<file path="config.mk">
export PLATFORM = sky130hd
export DESIGN_NAME = writeback_stage
export DESIGN_NICKNAME = d
export VERILOG_FILES = /design/src/rtl/writeback_stage.sv
export SDC_FILE = /design/constraint.sdc
export NUM_CORES = 1
export LEC_CHECK = 0
export BUFFER_PORTS_ARGS = -buffer_cell sky130_fd_sc_hd__buf_2
export CAP_MARGIN = 10
export CORE_MARGIN = 2
export CORE_UTILIZATION = 33
export CTS_CLUSTER_SIZE = 24
export DETAILED_ROUTE_END_ITERATION = 8
export GPL_ROUTABILITY_DRIVEN = 0
export GPL_TIMING_DRIVEN = 0
export PLACE_DENSITY = 0.59
export SKIP_LAST_GASP = 1
export SLEW_MARGIN = 20
export SYNTH_ARGS = -nofsm -noshare
export SYNTH_HDL_FRONTEND = slang
export SYNTH_SLANG_ARGS = --single-unit
</file>
<file path="constraint.sdc">
create_clock -name clk -period 11.98 [get_ports clk]
set_input_delay 1.198 -clock clk [delete_from_list [all_inputs] [get_ports clk]]
set_output_delay 1.198 -clock clk [all_outputs]
set_load 0.01 [all_outputs]
</file>
<file path="src/rtl/writeback_stage.sv">
`default_nettype none
// +----------------------------------------------------------------------------+
// | writeback_stage : final pipeline stage, commits one instruction per cycle  |
// | Revision: 1.0                                                              |
// +----------------------------------------------------------------------------+
module writeback_stage #(
    parameter int              XLEN     = 32,
    parameter logic [XLEN-1:0] RESET_PC = '0,
    parameter int              RETIRE_W = 32
) (
    input  logic                clk,
    input  logic                rst_n,
    input  logic                in_valid_i,
    output logic                in_ready_o,
    input  logic [31:0]         ir_i,
    input  logic [XLEN-1:0]     pc_i,
    input  logic [XLEN-1:0]     alu_i,
    input  logic                br_taken_i,
    input  logic                mem_valid_i,
    input  logic [31:0]         mem_rdata_i,
    output logic                rf_we_o,
    output logic [4:0]          rf_waddr_o,
    output logic [XLEN-1:0]     rf_wdata_o,
    output logic                pc_valid_o,
    output logic [XLEN-1:0]     pc_o,
    output logic                illegal_o,
    output logic [RETIRE_W-1:0] retire_cnt_o
);

    localparam logic [6:0] OP_LOAD   = 7'b0000011;
    localparam logic [6:0] OP_STORE  = 7'b0100011;
    localparam logic [6:0] OP_BRANCH = 7'b1100011;
    localparam logic [6:0] OP_JALR   = 7'b1100111;
    localparam logic [6:0] OP_JAL    = 7'b1101111;
    localparam logic [6:0] OP_IMM    = 7'b0010011;
    localparam logic [6:0] OP_REG    = 7'b0110011;
    localparam logic [6:0] OP_LUI    = 7'b0110111;
    localparam logic [6:0] OP_AUIPC  = 7'b0010111;

    typedef enum logic [1:0] {
        ST_IDLE     = 2'd0,
        ST_WAIT_MEM = 2'd1,
        ST_COMMIT   = 2'd2
    } state_t;

    state_t                state_q, state_d;
    logic [31:0]           ir_q, ir_d;
    logic [XLEN-1:0]       ipc_q, ipc_d;
    logic [XLEN-1:0]       alu_q, alu_d;
    logic                  br_q, br_d;
    logic                  rf_we_q, rf_we_d;
    logic [4:0]            rf_waddr_q, rf_waddr_d;
    logic [XLEN-1:0]       rf_wdata_q, rf_wdata_d;
    logic                  pc_valid_q, pc_valid_d;
    logic [XLEN-1:0]       npc_q, npc_d;
    logic                  illegal_q, illegal_d;
    logic [RETIRE_W-1:0]   retire_q, retire_d;

    logic [31:0]     src_ir;
    logic [XLEN-1:0] src_pc, src_alu;
    logic            src_br;
    logic [XLEN-1:0] seq_pc, u_imm, j_imm, ld_data, wr_data, next_pc;
    logic [7:0]      ld_byte;
    logic [15:0]     ld_half;
    logic            wr_en, illegal, commit;

    // A load commits from the latched copy; everything else commits straight off the input.
    always_comb begin
        src_ir  = (state_q == ST_WAIT_MEM) ? ir_q  : ir_i;
        src_pc  = (state_q == ST_WAIT_MEM) ? ipc_q : pc_i;
        src_alu = (state_q == ST_WAIT_MEM) ? alu_q : alu_i;
        src_br  = (state_q == ST_WAIT_MEM) ? br_q  : br_taken_i;

        seq_pc  = src_pc + XLEN'(4);
        u_imm   = XLEN'($signed({src_ir[31:12], 12'b0}));
        j_imm   = XLEN'($signed({src_ir[31], src_ir[19:12], src_ir[20], src_ir[30:21], 1'b0}));
        ld_byte = mem_rdata_i[{src_alu[1:0], 3'b000} +: 8];
        ld_half = src_alu[1] ? mem_rdata_i[31:16] : mem_rdata_i[15:0];

        case (src_ir[14:12])
            3'b000:  ld_data = XLEN'($signed(ld_byte));
            3'b001:  ld_data = XLEN'($signed(ld_half));
            3'b100:  ld_data = XLEN'(ld_byte);
            3'b101:  ld_data = XLEN'(ld_half);
            default: ld_data = XLEN'($signed(mem_rdata_i));
        endcase

        wr_en   = 1'b0;
        wr_data = src_alu;
        next_pc = seq_pc;
        illegal = 1'b0;
        case (src_ir[6:0])
            OP_REG, OP_IMM: wr_en = 1'b1;
            OP_LUI: begin
                wr_en   = 1'b1;
                wr_data = u_imm;
            end
            OP_AUIPC: begin
                wr_en   = 1'b1;
                wr_data = src_pc + u_imm;
            end
            OP_JAL: begin
                wr_en   = 1'b1;
                wr_data = seq_pc;
                next_pc = src_pc + j_imm;
            end
            OP_JALR: begin
                wr_en   = 1'b1;
                wr_data = seq_pc;
                next_pc = {src_alu[XLEN-1:1], 1'b0};
            end
            OP_BRANCH: next_pc = src_br ? src_alu : seq_pc;
            OP_LOAD: begin
                wr_en   = 1'b1;
                wr_data = ld_data;
            end
            OP_STORE: wr_en = 1'b0;
            default:  illegal = 1'b1;
        endcase
        if (src_ir[11:7] == 5'd0) begin
            wr_en = 1'b0;
        end
    end

    always_comb begin
        state_d = state_q;
        ir_d    = ir_q;
        ipc_d   = ipc_q;
        alu_d   = alu_q;
        br_d    = br_q;
        commit  = 1'b0;
        case (state_q)
            ST_IDLE, ST_COMMIT: begin
                state_d = ST_IDLE;
                if (in_valid_i) begin
                    ir_d  = ir_i;
                    ipc_d = pc_i;
                    alu_d = alu_i;
                    br_d  = br_taken_i;
                    if (ir_i[6:0] == OP_LOAD) begin
                        state_d = ST_WAIT_MEM;
                    end else begin
                        state_d = ST_COMMIT;
                        commit  = 1'b1;
                    end
                end
            end
            ST_WAIT_MEM: begin
                if (mem_valid_i) begin
                    state_d = ST_COMMIT;
                    commit  = 1'b1;
                end
            end
            default: state_d = ST_IDLE;
        endcase

        rf_we_d    = commit & wr_en;
        rf_waddr_d = (commit & wr_en) ? src_ir[11:7] : rf_waddr_q;
        rf_wdata_d = (commit & wr_en) ? wr_data : rf_wdata_q;
        pc_valid_d = commit;
        npc_d      = commit ? next_pc : npc_q;
        illegal_d  = commit & illegal;
        retire_d   = commit ? retire_q + RETIRE_W'(1) : retire_q;
    end

    always_ff @(posedge clk or negedge rst_n) begin
        if (!rst_n) begin
            state_q    <= ST_IDLE;
            ir_q       <= '0;
            ipc_q      <= '0;
            alu_q      <= '0;
            br_q       <= 1'b0;
            rf_we_q    <= 1'b0;
            rf_waddr_q <= '0;
            rf_wdata_q <= '0;
            pc_valid_q <= 1'b0;
            npc_q      <= RESET_PC;
            illegal_q  <= 1'b0;
            retire_q   <= '0;
        end else begin
            state_q    <= state_d;
            ir_q       <= ir_d;
            ipc_q      <= ipc_d;
            alu_q      <= alu_d;
            br_q       <= br_d;
            rf_we_q    <= rf_we_d;
            rf_waddr_q <= rf_waddr_d;
            rf_wdata_q <= rf_wdata_d;
            pc_valid_q <= pc_valid_d;
            npc_q      <= npc_d;
            illegal_q  <= illegal_d;
            retire_q   <= retire_d;
        end
    end

    assign in_ready_o   = (state_q != ST_WAIT_MEM);
    assign rf_we_o      = rf_we_q;
    assign rf_waddr_o   = rf_waddr_q;
    assign rf_wdata_o   = rf_wdata_q;
    assign pc_valid_o   = pc_valid_q;
    assign pc_o         = npc_q;
    assign illegal_o    = illegal_q;
    assign retire_cnt_o = retire_q;

endmodule
`default_nettype wire

</file>
### Word-level counts from Yosys, hierarchy flattened

Index checks and enable logic that the tools add are counted.

* add/subtract/negate cells: 4
* equal/unequal tests: 17
* shifts and indexed selects: 1
* mux-type cells: 20
* bitwise gates (word level): 2
* reduce and logical (&&, ||, !) cells: 8

Operator list (count)
* $pmux W32 S4: 2
* $mux W32: 4
* $pmux W32 S3: 1
* $add A32 B32 Y32: 2
* $add A32 B1 Y32 const B: 1
* $add A32 B3 Y32 const B: 1
* $shiftx A32 B6 Y8: 1
* $eq A7 B6 Y1 const B: 3
* $eq A7 B7 Y1 const B: 3
* $mux W16: 1
* $eq A7 B2 Y1 const B: 2
* $eq A7 B5 Y1 const B: 2
* $reduce_or A9 Y1: 1
* $mux W1: 7
* $reduce_or A7 Y1: 1
* $eq A3 B3 Y1 const B: 2
* $mux W2: 3
* $logic_not A5 Y1: 1
* $pmux W2 S2: 1
* $reduce_or A2 Y1: 2
* $eq A3 B1 Y1 const B: 1
* $logic_not A3 Y1: 1
* $and A1 B1 Y1: 2
* $eq A2 B1 Y1 const B: 1
* 6 further kinds: 6

* flip-flop bits (word level): 203
* input port bits: 133
* output and inout port bits: 105
* word-level logic and storage cells: 64

### Logic depth before layout (Yosys ltp)

Gate-level depths: netlist (run 1).

* depth after elaboration: 7
* gate-level depth with buffers: 20
* depth with buffers taken out: 15

### Worst setup path before layout (run 1)

Ideal clock, no wire load.

* path kind: flip-flop to flip-flop
* from: register state_q[0]
* to: register npc_q[27], in the netlist pc_o[27]
* library setup time: 126 ps
* arrival time: 4205 ps
* required time: 11854 ps
* setup slack: 7650 ps
* cell stages (with the launch flop): 21
* path buffers: 5
* clock period less this slack: 4330 ps
* cell sequence: dfrtp_1 nor2b_4 buf_6 inv_4 buf_6 buf_2 buf_2 buf_1 mux2i_1 inv_1 ha_1 fa_1 a211oi_1 o21ai_1 a31oi_1 nand4b_1 a41o_1 o311ai_1 xor2_1 a221oi_1 nor2_1

* cells in the longest elaborated chain, start to end: 5
* elaborated cells between the ends (all ways): 16
* classes of those cells: add/sub: 2; eq/ne: 5; mux: 7; reduce/logical: 2

Ends and longest elaborated chain
* start: declaration: line 46 `state_t state_q, state_d;`
* start signal: assignment: line 181 `state_q <= state_d;`
* $eq A2 B1 Y1
* $mux W32: line 70 `src_pc = (state_q == ST_WAIT_MEM) ? ipc_q : pc_i;`
* $add A32 B3 Y32: line 74 `seq_pc = src_pc + XLEN'(4);`
* $mux W32: line 112 `OP_BRANCH: next_pc = src_br ? src_alu : seq_pc;`
* $pmux W32 S3: line 92 `case (src_ir[6:0])`
* end signal: assignment: line 190 `npc_q <= npc_d;`
* end: declaration: line 55 `logic [XLEN-1:0] npc_q, npc_d;`

Several ways; a longest one is shown, not always the timed one.
A chain may end at the register's enable or synchronous reset.

### Final worst setup path (run 1)

* from: register state_q[0]
* to: register npc_q[23], in the netlist pc_o[23]

Same word-level chain as after synthesis.

==> results of run 1 <==
[area by class of cell]
type / instances / area (um^2)
plain buffers: 91 / 435
repair buffers: 239 / 1250
clock buffers: 34 / 678
fillers: 4328 / 25100
diodes: 2 / 5.00
well taps: 539 / 674
multi-input cells: 1413 / 8280
clock inverters: 5 / 86.3
inverters: 33 / 126
flip-flops and latches: 203 / 5080
[report_power, final]
group / switching (W) / total (W) / internal, W
Sequential: 0.0000754 / 0.000858 / 0.000782
Combinational: 0.000340 / 0.000544 / 0.000204
Clock: 0.000308 / 0.000741 / 0.000433
[per-stage QoR]
| stage | total power (W) | setup slack, ps |
|---|---|---|
| 5_1_grt | 0.00223 | 5410 |
| 2_1_floorplan | 0.00116 | 7650 |
| 3_5_place_dp | 0.00140 | 5920 |
| 4_1_cts | 0.00214 | 5860 |
| 6_report | 0.00214 | 5570 |
| 3_3_place_gp | 0.00139 | 5950 |
[flip-flops by register name, summed over array words and instances, names as in the netlist]
name	cells
rf_wdata_o	32
rf_we_o	1
pc_valid_o	1
retire_cnt_o	32
pc_o	32
br_q	1
alu_q	32
state_q	2
rf_waddr_o	5
illegal_o	1
ir_q	32
ipc_q	32
[path summary, 6_finish.rpt]
check                            startpoint                to  slack [ps]  cells past startpoint
max                              state_q[0]          pc_o[23]        5570                     20
min reg2reg                retire_cnt_o[31]  retire_cnt_o[31]         470                      1
max in group asynchronous             rst_n          pc_o[11]       10520                      2
min in group asynchronous             rst_n   retire_cnt_o[5]         620                      1
max reg2reg                      state_q[0]          pc_o[23]        5570                     20
min                        retire_cnt_o[31]  retire_cnt_o[31]         470                      1
[cell usage in the layout, fill, tap and decap left out, types with 43 or more instances in the layout]
master,n
nand2_1,511
buf_2,260
dfrtp_1,203
nor2_1,134
a21oi_1,114
xnor2_1,68
mux2i_1,62
o21ai_0,56
clkbuf_1,54
nand3_1,52
ha_1,43
[metal layers]
metal  up-vias  track usage [%]
met2       903             42.9
met1      6954             35.4
li1       6589                -
met5         -                0
met3       223             6.52
met4         6             14.2
[cell usage after synthesis, types with 3 or more instances]
master,count,area (um^2)
o21a_1,5,37.5
nand3_1,52,260
inv_1,29,109
buf_6,5,56.3
a31o_1,3,26.3
xnor2_1,68,596
o22ai_1,31,194
buf_4,4,30.0
or3_1,4,25.0
a21o_1,24,180
mux2i_1,62,621
and2_1,11,68.8
a31oi_1,28,175
a211oi_1,14,105
mux2i_4,3,67.6
nand2_1,511,1920
mux2i_2,7,96.3
nor2_1,134,503
nor2b_1,5,31.3
ha_1,43,538
a221oi_2,4,60.1
a221oi_1,11,96.3
nand2b_1,11,68.8
o211ai_1,8,60.1
o21bai_1,6,45.0
buf_2,24,120
nand4_1,12,75.1
dfrtp_1,203,5080
nor4_1,8,50.1
xor2_1,26,228
o21ai_1,15,75.1
and3_1,14,87.6
o21ai_0,56,280
mux2_2,6,67.6
a2bb2oi_1,3,26.3
nor3_1,21,105
a21oi_1,114,571
o31ai_1,4,30.0
a21boi_0,3,22.5
o221ai_1,20,175
or4_1,3,22.5
buf_1,9,33.8
clkbuf_1,48,180
[kinds of logic after synthesis]
kind of cell | count (synthesis)
and+or+nand+nor | 810
DFF | 203
buffers and inverters | 124
AOI/OAI and AO/OA | 384
muxes | 80
adders and majority gates | 45
xor gates and xnor gates | 94
[worst reg2reg max path, delay by kind of cell (launching register included)]
| kind | cells | cell delay [ps] |
|---|---|---|
| xor gates and xnor gates | 1 | 170 |
| muxes | 1 | 380 |
| AOI/OAI and AO/OA | 7 | 2090 |
| and+or+nand+nor | 2 | 430 |
| DFF | 1 | 540 |
| adders and majority gates | 2 | 690 |
| buffers and inverters | 7 | 1970 |
==> results.sh, run 1 <==
export IMPL_p_per_area_nw_per_um2=129
export IMPL_tritoncts="yes"
export IMPL_root_buffer="clkbuf_16"
export IMPL_cp_top_family="compound AO/OA/AOI/OAI gates"
export IMPL_skew_ps=23.8
export IMPL_hold_violations=0
export IMPL_critPathLaunchType="flip-flop"
export IMPL_grt_overflow=0
export IMPL_antenna_found_initial=6
export IMPL_period_share_pct=53.5
export IMPL_muxShareOfSynthArea_pct=6.31
export IMPL_grt_pass1_vias=14200
export IMPL_port_buffers=237
export IMPL_first_iter_violations=1958
export IMPL_placed_cell_area_um2=15900
export IMPL_fin_area_um2=16600
export IMPL_power_leakage_nw=7.83
export IMPL_critical_path_class="reg -> reg"
export IMPL_wl_per_cell_um=24.0
export IMPL_crit_path_end_kind="flip-flop"
export IMPL_ant_nets=0
export IMPL_syn_nets=1918
export IMPL_cts_made_buffers=24
export IMPL_row_count=75
export IMPL_die_y_um=209
export IMPL_period_minus_slack_ps=6410
export IMPL_max_stage_delay_ps=610
export IMPL_synth_compound_area_share_pct=18.2
export IMPL_grt_use_total_pct=27.4
export IMPL_io_pins=238
export IMPL_die_width_um=209
export IMPL_dieArea_um2=43800
export IMPL_cts_sinks=203
export IMPL_crit_required_ps=12370
export IMPL_setup_viol=0
export IMPL_wl_um=61400
export IMPL_vias_per_cell=5.73
export IMPL_met3_wirelength_um=6560
export IMPL_yosysWarningCount=0
export IMPL_drv_cap=0
export IMPL_synthesis_area_um2=13900
export IMPL_clk_latency_ps=550
export IMPL_crit_chain="nor2b_4 > buf_6 > inv_4 > buf_6 > buf_2 > buf_2 > buf_1 > mux2i_1 > inv_1 > ha_1 > fa_1 > a211oi_1 > o21ai_1 > a31oi_1 > nand4b_1 > a41o_1 > o21ai_0 > xor2_1 > a221oi_1 > a21oi_1"
export IMPL_synth_edf_count=0
export IMPL_final_core_util_pct=39.8
export IMPL_cts_path_max_buffers=3
export IMPL_synth_cells=1740
export IMPL_cts_hold_buf=0
export IMPL_cts_setup_buffers=0
export IMPL_slew_violations=0
export IMPL_slowest_stage="buf_1"
export IMPL_hpwl_um=48500
export IMPL_path_buf_inv=7
export IMPL_final_setup_tns_ps=0
export IMPL_wl_met1_um=24400
export IMPL_synth_top_family_by_area="simple AND/OR/NAND/NOR gates"
export IMPL_fin_nets=2183
export IMPL_synth_avg_cell_area_um2=8.00
export IMPL_irDropWorstVdd_v=0.0000959
export IMPL_rsz0062_at_grt="false"
export IMPL_synth_seq_cells=203
export IMPL_route_met2_wl_um=26500
export IMPL_async_reset_ff_share_pct=100
export IMPL_drc=0
export IMPL_grt_first_pass_wirelength_um=90300
export IMPL_worstPathArrival_ps=6790
export IMPL_yosys_most_used_dff="dfrtp_1"
export IMPL_drive_gt1_share_pct=17.3
export IMPL_first_pass_iters=6
export IMPL_status="completed"
export IMPL_synthXorXnorAreaFrac_pct=5.91
export IMPL_hold_slack_ps=468
export IMPL_area_delta_synth_final_pct=19.4
export IMPL_ys_seq_area_share_pct=36.5
export IMPL_top_signal_layer_used="met5"
export IMPL_hp_class="reg -> reg"
export IMPL_place_inst=2518
export IMPL_initial_core_util_pct=33.3
export IMPL_cts_resized=0
export IMPL_tightest_slew_ps=1090
export IMPL_maxSlewHeadroom_pct=27.0
export IMPL_synthSimpleGateAreaFrac_pct=24.9
export IMPL_max_freq_ghz=0.156
export IMPL_cts_max_level=1
export IMPL_clk_pin_slew_ps=60
export IMPL_synthAdderAreaFrac_pct=4.15
export IMPL_grt_max_degree=84
export IMPL_layout_cells_non_filler=2559
export IMPL_crit_fanout=10
export IMPL_synth_cell_types=90
export IMPL_vias=14700
export IMPL_core_area_um2=41800
Note: power is estimated with default switching activity, not from simulation.
==> run 2: changes to the inputs <==
PLACE_DENSITY = 0.61   (was 0.59)
clock period = 5.45 ns   (was 11.98 ns; I/O delays follow)
==> results.sh, run 2 (synthesized netlist as in run 1, its figures left out) <==
export IMPL_crit_fanout=19
export IMPL_power_leakage_nw=7.87
export IMPL_power_frac_clock_pct=35.1
export IMPL_crit_path_end_kind="flip-flop"
export IMPL_grt_use_total_pct=27.3
export IMPL_grt_max_degree=76
export IMPL_worstPathArrival_ps=5710
export IMPL_wl_per_cell_um=23.9
export IMPL_vias_per_cell=5.76
export IMPL_hp_class="in -> reg"
export IMPL_drc=0
export IMPL_irDropWorstVdd_v=0.000207
export IMPL_grt_pass1_vias=14200
export IMPL_grt_first_pass_wirelength_um=90200
export IMPL_vias=14800
export IMPL_switchingPower_w=0.00162
export IMPL_hold_slack_ps=199
export IMPL_pre_cts_ws_ps=-560
export IMPL_comb_power_share_pct=25.4
export IMPL_clk_pin_slew_ps=60
export IMPL_antenna_found_initial=9
export IMPL_die_y_um=209
export IMPL_first_iter_violations=1969
export IMPL_grt_overflow=0
export IMPL_final_common_cell="nand2_1"
export IMPL_ant_nets=0
export IMPL_row_count=75
export IMPL_skew_ps=22.4
export IMPL_area_delta_synth_final_pct=20.3
export IMPL_io_pins=238
export IMPL_first_pass_iters=8
export IMPL_hpwl_um=48500
export IMPL_tritoncts="yes"
export IMPL_cts_made_buffers=24
export IMPL_internal_power_w=0.00315
export IMPL_clk_latency_ps=550
export IMPL_final_core_util_pct=40.1
export IMPL_hold_violations=0
export IMPL_critical_path_class="reg -> reg"
export IMPL_critPathLaunchType="flip-flop"
export IMPL_power_w=0.00476
export IMPL_drive_gt1_share_pct=18.1
export IMPL_p_sw_share_pct=33.9
export IMPL_status="completed"
export IMPL_die_width_um=209
export IMPL_cts_path_max_buffers=3
export IMPL_drv_cap=0
export IMPL_layout_common_cells="nand2_1 (511), buf_2 (256), dfrtp_1 (202), nor2_1 (134), a21oi_1 (114)"
export IMPL_tightest_slew_ps=1090
export IMPL_period_minus_slack_ps=5310
export IMPL_initial_core_util_pct=33.3
export IMPL_slew_violations=0
export IMPL_max_freq_ghz=0.188
export IMPL_wl_um=61300
export IMPL_rsz0062_at_grt="false"
export IMPL_maxSlewHeadroom_pct=26.2
export IMPL_cts_max_level=1
export IMPL_p_per_area_nw_per_um2=285
export IMPL_port_buffers=237
export IMPL_root_buffer="clkbuf_16"
export IMPL_cts_sinks=203
export IMPL_dieArea_um2=43800
export IMPL_fin_nets=2182
export IMPL_cts_setup_buffers=0
export IMPL_setup_viol=0
export IMPL_power_frac_seq_pct=39.5
export IMPL_core_area_um2=41800
export IMPL_period_share_pct=97.5
export IMPL_worst_slack_ps=137
export IMPL_crit_required_ps=5840
-- run 2: cell types whose count changed in the layout (fill, tap and decap cells not counted), moves of 2 or more --
cell        delta
a221oi_1       -2
a221oi_2       +2
buf_1          -3
buf_2          -4
clkbuf_1       -4
clkbuf_4       +4
clkbuf_8       +5
clkinv_2       +3
clkinvlp_4     +2
diode_2        +3
-- run 2: metal layers --
metal	track usage (%)	routed length (um)
met1	33.9	23600
met2	42.6	26600
met3	7.74	7020
met4	15.6	4120
met5	0	45
-- run 2: what timing repair did --
action                                  4_1_cts  5_1_grt
endpoints found under the setup margin       17       12
hold buffers                                  1        0
endpoints found under the hold margin        54        0
resized for setup                             9       11
-- run 2: per-stage QoR --
step,cell area (um^2),TNS [ps],instances
after global placement,15800,-2770,2516
after detailed placement,15900,-2650,2518
final,16700,0,2566
after floorplan,13900,0,1740
after CTS,16700,0,2562
after global routing,16700,0,2562
-- run 2: worst paths after layout --
check                                 startpoint               end  slack (ps)  cells after the start
worst max-delay path                  state_q[0]          pc_o[23]         140                     19
worst min register to register  retire_cnt_o[31]  retire_cnt_o[31]         470                      1
worst max register to register        state_q[0]          pc_o[23]         140                     19
max in group asynchronous                  rst_n          pc_o[17]        4130                      3
worst min-delay path                     pc_i[0]          ipc_q[0]         200                      3
min in group asynchronous                  rst_n   retire_cnt_o[5]         530                      2
-- run 2: layout make-up --
cell class / instances / area [um^2]
inverter: 33 / 126
multi-input combinational: 1413 / 8320
clock buffer: 35 / 732
tap: 539 / 674
clock inverter: 9 / 86.3
fill: 4254 / 25000
timing repair buffer: 240 / 1260
buffer: 89 / 442
sequential: 203 / 5080
antenna: 5 / 12.5
-- run 2: power groups by stage --
stage                     combinational [W]  clock (W)  sequential (W)
after global routing                0.00132    0.00174         0.00191
after CTS                           0.00119    0.00170         0.00188
after global placement              0.00116          0         0.00189
final                               0.00121    0.00167         0.00188
after detailed placement            0.00118          0         0.00190
after floorplan                    0.000612          0         0.00193
-- run 2: critical path: stages, from the launching register on --
cell,delay [ps]
dfrtp_2,500
nor2b_4,160
buf_6,160
inv_4,100
buf_6,270
clkbuf_4,310
clkbuf_4,300
mux2i_1,330
inv_1,100
ha_1,250
fa_1,450
a211oi_2,310
o21ai_1,190
a31oi_1,270
nand4b_1,230
a41o_1,350
o21ai_0,170
xor2_1,180
a221oi_2,380
a21oi_1,120
==> run 3: changes to the inputs <==
PLACE_DENSITY = default   (was 0.61)
==> results.sh, run 3 (synthesized netlist as in run 1, its figures left out) <==
export IMPL_status="completed"
export IMPL_area_delta_synth_final_pct=20.1
export IMPL_maxSlewHeadroom_pct=17.7
export IMPL_io_pins=238
export IMPL_reg2reg_depth=17
export IMPL_ant_nets=0
export IMPL_crit_fanout=10
export IMPL_hpwl_um=48700
export IMPL_whs_path_depth=3
export IMPL_period_share_pct=98.8
export IMPL_tritoncts="yes"
export IMPL_drv_cap=0
export IMPL_fin_nets=2182
export IMPL_critPathLaunchType="flip-flop"
export IMPL_port_buffers=237
export IMPL_layout_common_cells="nand2_1 (511), buf_2 (256), dfrtp_1 (201), nor2_1 (134), a21oi_1 (114)"
export IMPL_first_iter_violations=1895
export IMPL_nFillCells=4303
export IMPL_rsz0062_at_grt="false"
export IMPL_clk_latency_ps=560
export IMPL_slew_violations=0
export IMPL_die_width_um=209
export IMPL_fin_area_um2=16700
export IMPL_p_per_area_nw_per_um2=284
export IMPL_wl_per_cell_um=24.0
export IMPL_antenna_found_initial=7
export IMPL_worstPathArrival_ps=5790
export IMPL_root_buffer="clkbuf_16"
export IMPL_core_area_um2=41800
export IMPL_period_minus_slack_ps=5380
export IMPL_critical_path_class="reg -> reg"
export IMPL_drc=0
export IMPL_tightest_slew_ps=1230
export IMPL_drive_gt1_share_pct=18.0
export IMPL_power_leakage_nw=7.86
export IMPL_max_freq_ghz=0.186
export IMPL_setup_viol=0
export IMPL_first_pass_iters=8
export IMPL_cts_made_buffers=24
export IMPL_power_w=0.00474
export IMPL_skew_ps=22.5
export IMPL_vias_per_cell=5.73
export IMPL_grt_first_pass_wirelength_um=90200
export IMPL_dieArea_um2=43800
export IMPL_die_y_um=209
export IMPL_crit_required_ps=5860
export IMPL_grt_max_degree=88
export IMPL_grt_pass1_vias=14000
export IMPL_cts_path_max_buffers=3
export IMPL_hp_class="in -> reg"
export IMPL_initial_core_util_pct=33.3
export IMPL_grt_overflow=0
export IMPL_vias=14700
export IMPL_final_common_cell="nand2_1"
export IMPL_cts_setup_buffers=0
export IMPL_placed_cell_area_um2=15900
export IMPL_cts_sinks=203
export IMPL_row_count=75
export IMPL_grt_use_total_pct=27.4
export IMPL_clk_pin_slew_ps=60
export IMPL_cts_max_level=1
export IMPL_irDropWorstVdd_v=0.000181
export IMPL_wl_um=61400
export IMPL_crit_path_end_kind="flip-flop"
export IMPL_hold_violations=0
-- run 3: changes by cell type in the layout (fill, tap and decap cells not counted), sizes merged --
cell      previous run  this run
clkinv               7         6
clkinvlp             2         1
bufinv               1         2
clkbuf              87        85
diode                5         3
buf                276       278
-- run 3: path summary, 6_finish.rpt --
path	startpoint	end	slack [ps]
max in group asynchronous	rst_n	pc_o[20]	4180
worst max-delay path	state_q[0]	pc_o[26]	70
worst min register to register	retire_cnt_o[31]	retire_cnt_o[31]	460
worst max register to register	state_q[0]	pc_o[26]	70
min in group asynchronous	rst_n	retire_cnt_o[6]	480
worst min-delay path	alu_i[30]	alu_q[30]	190
-- run 3: layout make-up --
class | instances | area (um^2) | area share, %
Antenna cell | 3 | 7.51 | 0.0449
Buffer | 89 | 445 | 2.67
Clock buffer | 35 | 682 | 4.08
Clock inverter | 8 | 104 | 0.621
Inverter | 33 | 126 | 0.756
Multi-Input combinational cell | 1413 | 8330 | 49.8
Sequential cell | 203 | 5080 | 30.4
Tap cell | 539 | 674 | 4.04
Timing Repair Buffer | 240 | 1260 | 7.55
-- run 3: metrics by stage --
step / utilization [%] / setup TNS, ps / hold slack, ps / instances / worst slack [ps]
2_1_floorplan: - / 0 / 249 / 1740 / 1120
3_3_place_gp: 37.8 / -2810 / 453 / 2516 / -610
3_5_place_dp: 38.0 / -3840 / 461 / 2518 / -748
4_1_cts: 39.9 / 0 / 185 / 2561 / 12.3
5_1_grt: 40.0 / 0 / 201 / 2561 / 14.4
6_report: 40.0 / 0 / 193 / 2563 / 66.6
-- run 3: routing by layer --
| metal | share of wire (%) | wire length (um) | GRT usage [%] | vias to the layer above |
|---|---|---|---|---|
| met4 | 6.7 | 4100 | 14.4 | 6 |
| li1 | - | - | - | 6605 |
| met1 | 39 | 23900 | 34.3 | 6897 |
| met3 | 11 | 6620 | 7.42 | 236 |
| met5 | 0.065 | 40 | 0 | - |
| met2 | 44 | 26800 | 43.4 | 943 |
-- run 3: timing repair --
action	4_1_cts	5_1_grt
setup endpoints to repair	19	12
endpoints found under the hold margin	40	0
gates resized for setup	13	10
hold buffers	1	0
-- run 3: report_power, final --
part           leakage, nW  switching (W)  total [W]  internal, W
clock network        0.384       0.000690    0.00165     0.000960
logic                 5.00       0.000754    0.00121     0.000453
registers             2.47       0.000165    0.00188      0.00172
total                 7.86        0.00161    0.00474      0.00313
-- run 3: critical path: stages, from the launching register on --
cell	delay, ps
dfrtp_2	490
nor2b_4	190
buf_6	160
buf_6	190
buf_2	350
buf_2	370
clkbuf_1	520
nand2_1	110
nand2_1	260
ha_1	250
nand4_1	120
a21boi_0	480
o211ai_1	330
a211oi_1	540
a21boi_0	230
xnor2_1	190
a21oi_1	310
a21oi_1	120
